--- config.mk ---
export PLATFORM = sky130hd
export DESIGN_NAME = vga_sync_phase_generator
export DESIGN_NICKNAME = d
export VERILOG_FILES = /design/src/rtl/vga_sync_phase_generator.sv
export SDC_FILE = /design/constraint.sdc
export NUM_CORES = 1
export LEC_CHECK = 0
export ABC_AREA = 1
export ABC_CLOCK_PERIOD_IN_PS = 1450
export CORE_AREA = 5 5 61 63
export DETAILED_ROUTE_END_ITERATION = 16
export DIE_AREA = 0 0 66 68
export GPL_TIMING_DRIVEN = 0
export PLACE_DENSITY = 0.77
export SETUP_SLACK_MARGIN = 0.3
export SYNTH_ARGS = -nofsm -noshare
export SYNTH_HDL_FRONTEND = slang
export SYNTH_SLANG_ARGS = --single-unit
--- constraint.sdc ---
create_clock -name control_clock -period 1.45 [get_ports control_clock]
set_clock_uncertainty 0.1 [all_clocks]
set_input_delay 0.145 -clock control_clock [delete_from_list [all_inputs] [get_ports control_clock]]
set_output_delay 0.145 -clock control_clock [all_outputs]
set_load 0.01 [all_outputs]
--- src/rtl/vga_sync_phase_generator.sv ---
// Turns the zero/threshold pulses of the VGA horizontal and vertical counters into sync, blanking
// and line-advance strobes. The front porch and sync widths are timed here; the back porch ends on counter wrap.
//
// state     | meaning
// ST_ACTIVE | visible region, waiting for the end-of-visible threshold
// ST_FRONT  | front porch, phase counts porch ticks
// ST_SYNC   | sync pulse asserted, phase counts sync ticks
// ST_BACK   | back porch, held until the counter wraps to zero
module vga_sync_phase_generator #(
  parameter int   H_FRONT_PORCH  = 16,
  parameter int   H_SYNC_WIDTH   = 96,
  parameter int   V_FRONT_PORCH  = 10,
  parameter int   V_SYNC_WIDTH   = 2,
  parameter logic HSYNC_POLARITY = 1'b0,
  parameter logic VSYNC_POLARITY = 1'b0,
  parameter int   PHASE_SIZE     = 8
) (
  input  logic control_clock,
  input  logic control_reset_n,
  input  logic pixel_enable,
  input  logic h_zero_detected,
  input  logic h_threshold_detected,
  input  logic v_zero_detected,
  input  logic v_threshold_detected,
  output logic hsync,
  output logic vsync,
  output logic video_on,
  output logic v_counter_enable,
  output logic frame_start,
  output logic sync_error
);

  typedef enum logic [1:0] {ST_ACTIVE, ST_FRONT, ST_SYNC, ST_BACK} phase_state_t;

  typedef struct packed {
    phase_state_t          state;
    logic [PHASE_SIZE-1:0] phase;
    logic                  wrap;
    logic                  resync;
  } axis_t;

  localparam logic [PHASE_SIZE-1:0] H_FP_LAST   = PHASE_SIZE'(H_FRONT_PORCH - 1);
  localparam logic [PHASE_SIZE-1:0] H_SYNC_LAST = PHASE_SIZE'(H_SYNC_WIDTH - 1);
  localparam logic [PHASE_SIZE-1:0] V_FP_LAST   = PHASE_SIZE'(V_FRONT_PORCH - 1);
  localparam logic [PHASE_SIZE-1:0] V_SYNC_LAST = PHASE_SIZE'(V_SYNC_WIDTH - 1);

  phase_state_t          h_state, v_state;
  logic [PHASE_SIZE-1:0] h_phase, v_phase;
  logic                  line_tick;
  axis_t                 h_nx, v_nx;

  // Shared transition rule for both axes; a zero outside BACK forces a resync instead of a wrap.
  function automatic axis_t step(input logic                  en,
                                 input phase_state_t          st,
                                 input logic [PHASE_SIZE-1:0] ph,
                                 input logic                  zero,
                                 input logic                  thr,
                                 input logic [PHASE_SIZE-1:0] fp_last,
                                 input logic [PHASE_SIZE-1:0] sync_last);
    axis_t r;
    r.state  = st;
    r.phase  = ph;
    r.wrap   = 1'b0;
    r.resync = 1'b0;
    if (en) begin
      if (zero) begin
        r.state  = ST_ACTIVE;
        r.phase  = '0;
        r.wrap   = (st == ST_BACK);
        r.resync = (st != ST_BACK);
      end else begin
        case (st)
          ST_ACTIVE: if (thr) begin
            r.state = ST_FRONT;
            r.phase = '0;
          end
          ST_FRONT: if (ph == fp_last) begin
            r.state = ST_SYNC;
            r.phase = '0;
          end else r.phase = ph + 1'b1;
          ST_SYNC: if (ph == sync_last) begin
            r.state = ST_BACK;
            r.phase = '0;
          end else r.phase = ph + 1'b1;
          default: ;
        endcase
      end
    end
    return r;
  endfunction

  always_comb begin
    h_nx = step(pixel_enable, h_state, h_phase, h_zero_detected, h_threshold_detected,
                H_FP_LAST, H_SYNC_LAST);
    v_nx = step(line_tick, v_state, v_phase, v_zero_detected, v_threshold_detected,
                V_FP_LAST, V_SYNC_LAST);
  end

  always_ff @(posedge control_clock or negedge control_reset_n) begin
    if (!control_reset_n) begin
      h_state          <= ST_BACK;
      h_phase          <= '0;
      v_state          <= ST_ACTIVE;
      v_phase          <= '0;
      line_tick        <= 1'b0;
      hsync            <= ~HSYNC_POLARITY;
      vsync            <= ~VSYNC_POLARITY;
      video_on         <= 1'b0;
      v_counter_enable <= 1'b0;
      frame_start      <= 1'b0;
      sync_error       <= 1'b0;
    end else begin
      h_state          <= h_nx.state;
      h_phase          <= h_nx.phase;
      v_state          <= v_nx.state;
      v_phase          <= v_nx.phase;
      // The vertical counter advances on v_counter_enable, so its detects settle one cycle later.
      line_tick        <= v_counter_enable;
      v_counter_enable <= h_nx.wrap;
      frame_start      <= v_nx.wrap;
      sync_error       <= sync_error | h_nx.resync | v_nx.resync;
      hsync            <= (h_nx.state == ST_SYNC) ? HSYNC_POLARITY : ~HSYNC_POLARITY;
      vsync            <= (v_nx.state == ST_SYNC) ? VSYNC_POLARITY : ~VSYNC_POLARITY;
      video_on         <= (h_nx.state == ST_ACTIVE) && (v_nx.state == ST_ACTIVE);
    end
  end

endmodule
==> results of run 1 <==
sequential cells by signal (all words and copies together) (netlist names):
signal	cells
h_phase	8
v_phase	8
h_state	2
v_state	2
frame_start	1
hsync	1
line_tick	1
sync_error	1
v_counter_enable	1
video_on	1
vsync	1
through the flow:
stage                     TNS, ns  area [µm²]  std cells
after CTS                 -0.1720        1923        291
after global placement     -7.641        1755        275
after floorplan                 0        1578        217
after detailed placement   -7.482        1755        275
after global routing       -1.933        2190        303
final                     -0.4421        2190        303
worst min path at each step:
stage          depth (start not counted)           to  slack, ns
2_1_floorplan                          0  frame_start      -0.25
3_3_place_gp                           0    line_tick       0.26
3_5_place_dp                           0    line_tick       0.27
4_1_cts                                1   v_phase[7]       0.07
5_1_grt                                1   v_phase[7]       0.09
6_report                               1   v_phase[7]      0.007
area by class of cell:
type | count | area (µm²) | share of cell area [%]
Multi-Input combinational cell | 158 | 989.7 | 45.20
Sequential cell | 27 | 681.9 | 31.14
Timing Repair Buffer | 35 | 294.0 | 13.43
Inverter | 32 | 127.6 | 5.829
Tap cell | 46 | 57.56 | 2.629
Clock buffer | 3 | 22.52 | 1.029
Timing Repair inverter | 1 | 8.758 | 0.4000
Clock inverter | 1 | 7.507 | 0.3429
repair_timing:
item                                    in CTS  in global routing
gates cloned                                 1                  0
resized for setup                           47                 48
pin swaps                                   15                 23
endpoints found under the hold margin        0                  0
endpoints found under the setup margin      52                 50
buffers inserted                            11                 12
synthesized netlist by cell type:
| cell type | count |
|---|---|
| nand2_1 | 68 |
| nor2_1 | 36 |
| inv_1 | 28 |
| dfrtp_1 | 23 |
| nand3_1 | 20 |
| a21oi_1 | 6 |
| o21ai_0 | 5 |
| dfstp_2 | 4 |
| ha_1 | 3 |
| inv_2 | 3 |
| nand3_2 | 3 |
| nand4_1 | 3 |
| o211ai_1 | 2 |
| o21ai_1 | 2 |
| xor2_1 | 2 |
| a22oi_1 | 1 |
| a31oi_1 | 1 |
| clkinv_2 | 1 |
| nand2_2 | 1 |
| nand2_4 | 1 |
| nor2_2 | 1 |
| nor2_4 | 1 |
| nor3_1 | 1 |
| o21bai_1 | 1 |
layer usage:
layer | global-route usage, % | share of wire, % | vias up | wire length [µm]
met2 | 29.91 | 53 | 40 | 2072
li1 | - | - | 764 | -
met3 | 4.433 | 4.2 | 10 | 166
met1 | 17.53 | 41 | 710 | 1596
met4 | 5.838 | 2.5 | 0 | 98
met5 | 0 | 0 | - | 0
cells by family (layout without fill, tap and decap cells):
logic type / after synthesis / after routing / synth area share, %
AND/OR/NAND/NOR: 135 / 135 / 37.67
AO/OA/AOI/OAI: 18 / 18 / 6.591
buffers and inverters: 32 / 72 / 7.892
XOR/XNOR: 2 / 2 / 1.139
flip-flops: 27 / 27 / 44.26
adder cells (fa/ha/maj): 3 / 3 / 2.441
power by group:
group / leakage, nW / internal, mW / switching, mW
Combinational: 0.682 / 0.148 / 0.201
Sequential: 0.339 / 0.786 / 0.0350
Clock: 0.0139 / 0.106 / 0.238
Total: 1.04 / 1.04 / 0.474
==> flow_summary.toml, run 1 <==
[clock_network]
clockBufferDepth = 2
cts_tree = "built"
clk_pin_slew_worst_paths_ns = 0.15
htree_levels = 1
root_buffer = "clkbuf_4"
hold_buffers = 0
clk_latency_ns = 0.33
clock-sinks = 27
cts_made_buffers = 3

[worst_setup_path]
crit_family = "flip-flops"
timing.critical_path.to = "h_phase[6]"
endpoint_kind = "flip-flop"
cp.arrival_ns = 1.70
r2r_cells = 6
r2r_end = "h_phase[6]"
slowest_delay_ns = 0.61
critPathBufInv = 1
r2r_slack_ns = -0.09
cp_slowest_cell = "dfstp_2"
timing.setup.critical_path_class = "flip-flop to flip-flop"
crit_start = "h_state[0]"
startpoint_type = "flip-flop"
cp_data_required_time_ns = 1.62
cp_cell_sequence = "inv_2 > nand4_1 > nand3_4 > nor3_4 > nand3_1 > o21ai_1"
path_depth = 6
crit_fanout = 6
r2r_start = "h_state[0]"

[global_routing]
grt_pass1_wl_um = 5609
grt_max_degree = 28
grtUsageTotal_pct = 16.09
grt_pass1_vias = 1392
grt_overflow_total = 0
antenna_found_initial = 0

[power]
p_total_mw = 1.513
power.density_nw_per_um2 = 691.0
p_leak_nw = 1.035
vdd_drop_max_mv = 0.6637

[finish]
final_common_cell = "nand2_1"
syn_to_final_growth_pct = 42.39
fill_cells = 239
final_cell_mix = "nand2_1 (52), nor2_1 (26), inv_1 (23), dfrtp_1 (22), buf_4 (18)"
antenna_cells = 0
finalNetCount = 268
utilization_pct = 68.87
drive_above_1_share_pct = 38.91

[routing]
wirelength_um = 3934
final_antenna_net_count = 0
viasPerCell = 5.030
drtPass1Iterations = 4
drc = 0
avgRoutedWirePerCell_um = 12.98
vias = 1524
drt_first_iter_violations = 101

[logic_synthesis]
yosysTopAreaCell = "dfrtp_1"
synth_seq_cells = 27
syn_area_um2 = 1538
synth_top_area_share_pct = 37.43
synth_area_per_cell_um2 = 7.086
seq_area_frac_synth_pct = 44.26
synth_area_leaders = "dfrtp_1 (37%), nand2_1 (17%), nor2_1 (8.8%)"
postSynthCellCount = 217
synth_warnings = 0
synth_fp_nets = 227
synth_cell_type_count = 24

[timing]
worst_pin_slew_ns = 1.175
slew_headroom_pct = 21.68
fmaxAchievable_mhz = 651.4
final.min_clock_period_ns = 1.535
finalCritPeriodShare_pct = 105.9
hold_violations = 0
layout_setup_ws_ns = -0.08524
setup_viol = 14
drv_slew = 0
rsz0062_at_grt = "true"
hold_ws_ns = 0.007285

[worst_hold_path]
hold_path.class = "primary input to async pin"

[floorplan]
initial_core_util_pct = 48.37
ioPinCount = 13
dieHeight_um = 68
coreArea_um2 = 3179
rows = 21
die_area_um2 = 4488
die_x_um = 66

[outcome]
violations = "setup timing"
status = "complete, but fails checks"

[placement]
pre_cts_ws_ns = -0.2545
detailed_place_hpwl_um = 2285
gp_congestion = 0.8952
port_buffers = 12

[run]
maxCapViolations = 0
Note: power is estimated with default switching activity, not from simulation.
==> run 2: changes to the inputs <==
Settings changed: CORE_AREA 5 5 61 63 to 5 5 70 56, DIE_AREA 0 0 66 68 to 0 0 75 61, MAX_ROUTING_LAYER from default to met4, PLACE_DENSITY 0.77 to 0.76.
==> run 2 against run 1 <==
The run still ends with setup timing left. Utilization increased by 2.0 points. Routed wire length is 18% higher. Critical path type unchanged. Via count rose by 7.7%. Largest cell class unchanged. Clock power increased by 26%. Critical endpoint is now hsync. Global-route usage grew 2.5 points. Highest routed layer unchanged. First-iteration DRC count up 62%.
==> flow_summary.toml, run 2 (synthesized netlist as in run 1, its figures left out) <==
[global_routing]
use_met3_pct = 3.974
grt_overflow_total = 0
grtUsageTotal_pct = 18.63
antenna_found_initial = 0
grt_pass1_wl_um = 6203
grt.busiest_layer = "met2"
met1_usage_pct = 25.75
grt_pass1_vias = 1395
grtUsageMet2_pct = 28.16
grt_max_degree = 28

[clock_network]
htree_levels = 1
clockBufferDepth = 2
cts_tree = "built"
clk_latency_ns = 0.28
clk_pin_slew_worst_paths_ns = 0.10
root_buffer = "clkbuf_8"
cts_made_buffers = 3
clock-sinks = 27

[run]
maxCapViolations = 0

[routing]
vias = 1641
avgRoutedWirePerCell_um = 15.52
drt_first_iter_violations = 164
viasPerCell = 5.488
final_antenna_net_count = 0
drtPass1Iterations = 4
wirelength_um = 4641
drc = 0

[timing]
setup_viol = 17
finalCritPeriodShare_pct = 111.0
fmaxAchievable_mhz = 621.4
layout_setup_ws_ns = -0.1593
drv_slew = 0
rsz0062_at_grt = "true"
hold_violations = 0
final.min_clock_period_ns = 1.609
slew_headroom_pct = 59.19
worst_pin_slew_ns = 0.6122

[worst_setup_path]
cp.arrival_ns = 1.73
crit_start = "h_phase[5]"
cp_slowest_cell = "dfrtp_1"
endpoint_kind = "flip-flop"
cp_cell_sequence = "inv_1 > nand2_1 > nor2_1 > nand2_2 > nand2_4 > nand2_2 > nand2_2 > nand2_4 > buf_6 > nand3_2"
crit_fanout = 4
r2r_start = "h_phase[5]"
cp_common_cell = "nand2_2"
startpoint_type = "flip-flop"
slowest_delay_ns = 0.43
cp_data_required_time_ns = 1.57
timing.setup.critical_path_class = "flip-flop to flip-flop"

[power]
vdd_drop_max_mv = 0.6685
p_leak_nw = 1.080
power.density_nw_per_um2 = 726.7

[finish]
utilization_pct = 70.88
final_common_cell = "nand2_1"
finalNetCount = 270
final_cell_mix = "nand2_1 (47), nor2_1 (26), inv_1 (21), dfrtp_1 (21), buf_4 (18)"
top_regs = "h_phase: 8 flops, v_phase: 8 flops"
antenna_cells = 0
syn_to_final_growth_pct = 46.38
multi_input_area_um2 = 1018
register_area_um2 = 683.2
fill_cells = 226
fin_area_um2 = 2251
fin_cells = 299
drive_above_1_share_pct = 43.24

[placement]
gp_congestion = 0.8930
placedCellCount = 269
pre_cts_ws_ns = -0.2910
port_buffers = 12
detailed_place_hpwl_um = 2327
placed_cell_area_um2 = 1748

[worst_hold_path]
hold_path.class = "flip-flop to flip-flop"
min_from = "v_counter_enable"

[floorplan]
rows = 18
die_area_um2 = 4575
dieHeight_um = 61
die_x_um = 75
initial_core_util_pct = 48.42
coreArea_um2 = 3176
ioPinCount = 13

[outcome]
status = "complete, but fails checks"
violations = "setup timing"
-- run 2: worst max-delay path: cells and delay by family (launching register included) --
family	cells	cell delay (ns)
buffers and inverters	2	0.23
AND/OR/NAND/NOR	8	0.79
flip-flops	1	0.43
-- run 2: metal layers --
layer / share of wire, % / vias up
met5: 0 / -
li1: - / 772
met2: 48 / 63
met3: 5.6 / 15
met4: 2.5 / 0
met1: 44 / 791
-- run 2: final timing paths --
check	end	slack (ns)	depth (start not counted)
min	line_tick	0.30	0
min reg2reg	line_tick	0.30	0
max reg2reg	hsync	-0.16	10
max in group asynchronous	v_phase[3]	0.51	2
min in group asynchronous	line_tick	0.31	2
max	hsync	-0.16	10
-- run 2: final cells by class --
cell class | instances | share of cell area [%]
clock buffers | 3 | 1.834
clock inverters | 1 | 0.2223
inverters | 32 | 5.781
multi-input cells | 158 | 45.25
flip-flops and latches | 27 | 30.35
well taps | 40 | 2.223
repair buffers | 37 | 13.95
repair inverters | 1 | 0.3891
-- run 2: metrics by stage --
| stage | power, mW | setup TNS [ns] | hold slack (ns) |
|---|---|---|---|
| floorplan | 0.9604 | 0 | -0.2506 |
| detailed placement | 1.041 | -8.697 | 0.2944 |
| CTS | 1.552 | -0.03937 | 0.1727 |
| finish | 1.636 | -1.186 | 0.2988 |
| global placement | 1.038 | -7.886 | 0.2888 |
| global route | 1.709 | -2.754 | 0.3317 |
-- run 2: power breakdown --
part	internal [mW]	switching (mW)	total, mW
Sequential	0.786	0.0361	0.823
Combinational	0.156	0.224	0.381
Clock	0.193	0.240	0.433
-- run 2: repair_timing --
| item | in CTS | in global routing |
|---|---|---|
| pin swaps | 20 | 23 |
| buffers inserted | 14 | 10 |
| cloned | 1 | 0 |
| setup endpoints to repair | 56 | 27 |
| endpoints found under the hold margin | 0 | 23 |
| gates resized for setup | 63 | 44 |
| hold buffers | 0 | 1 |
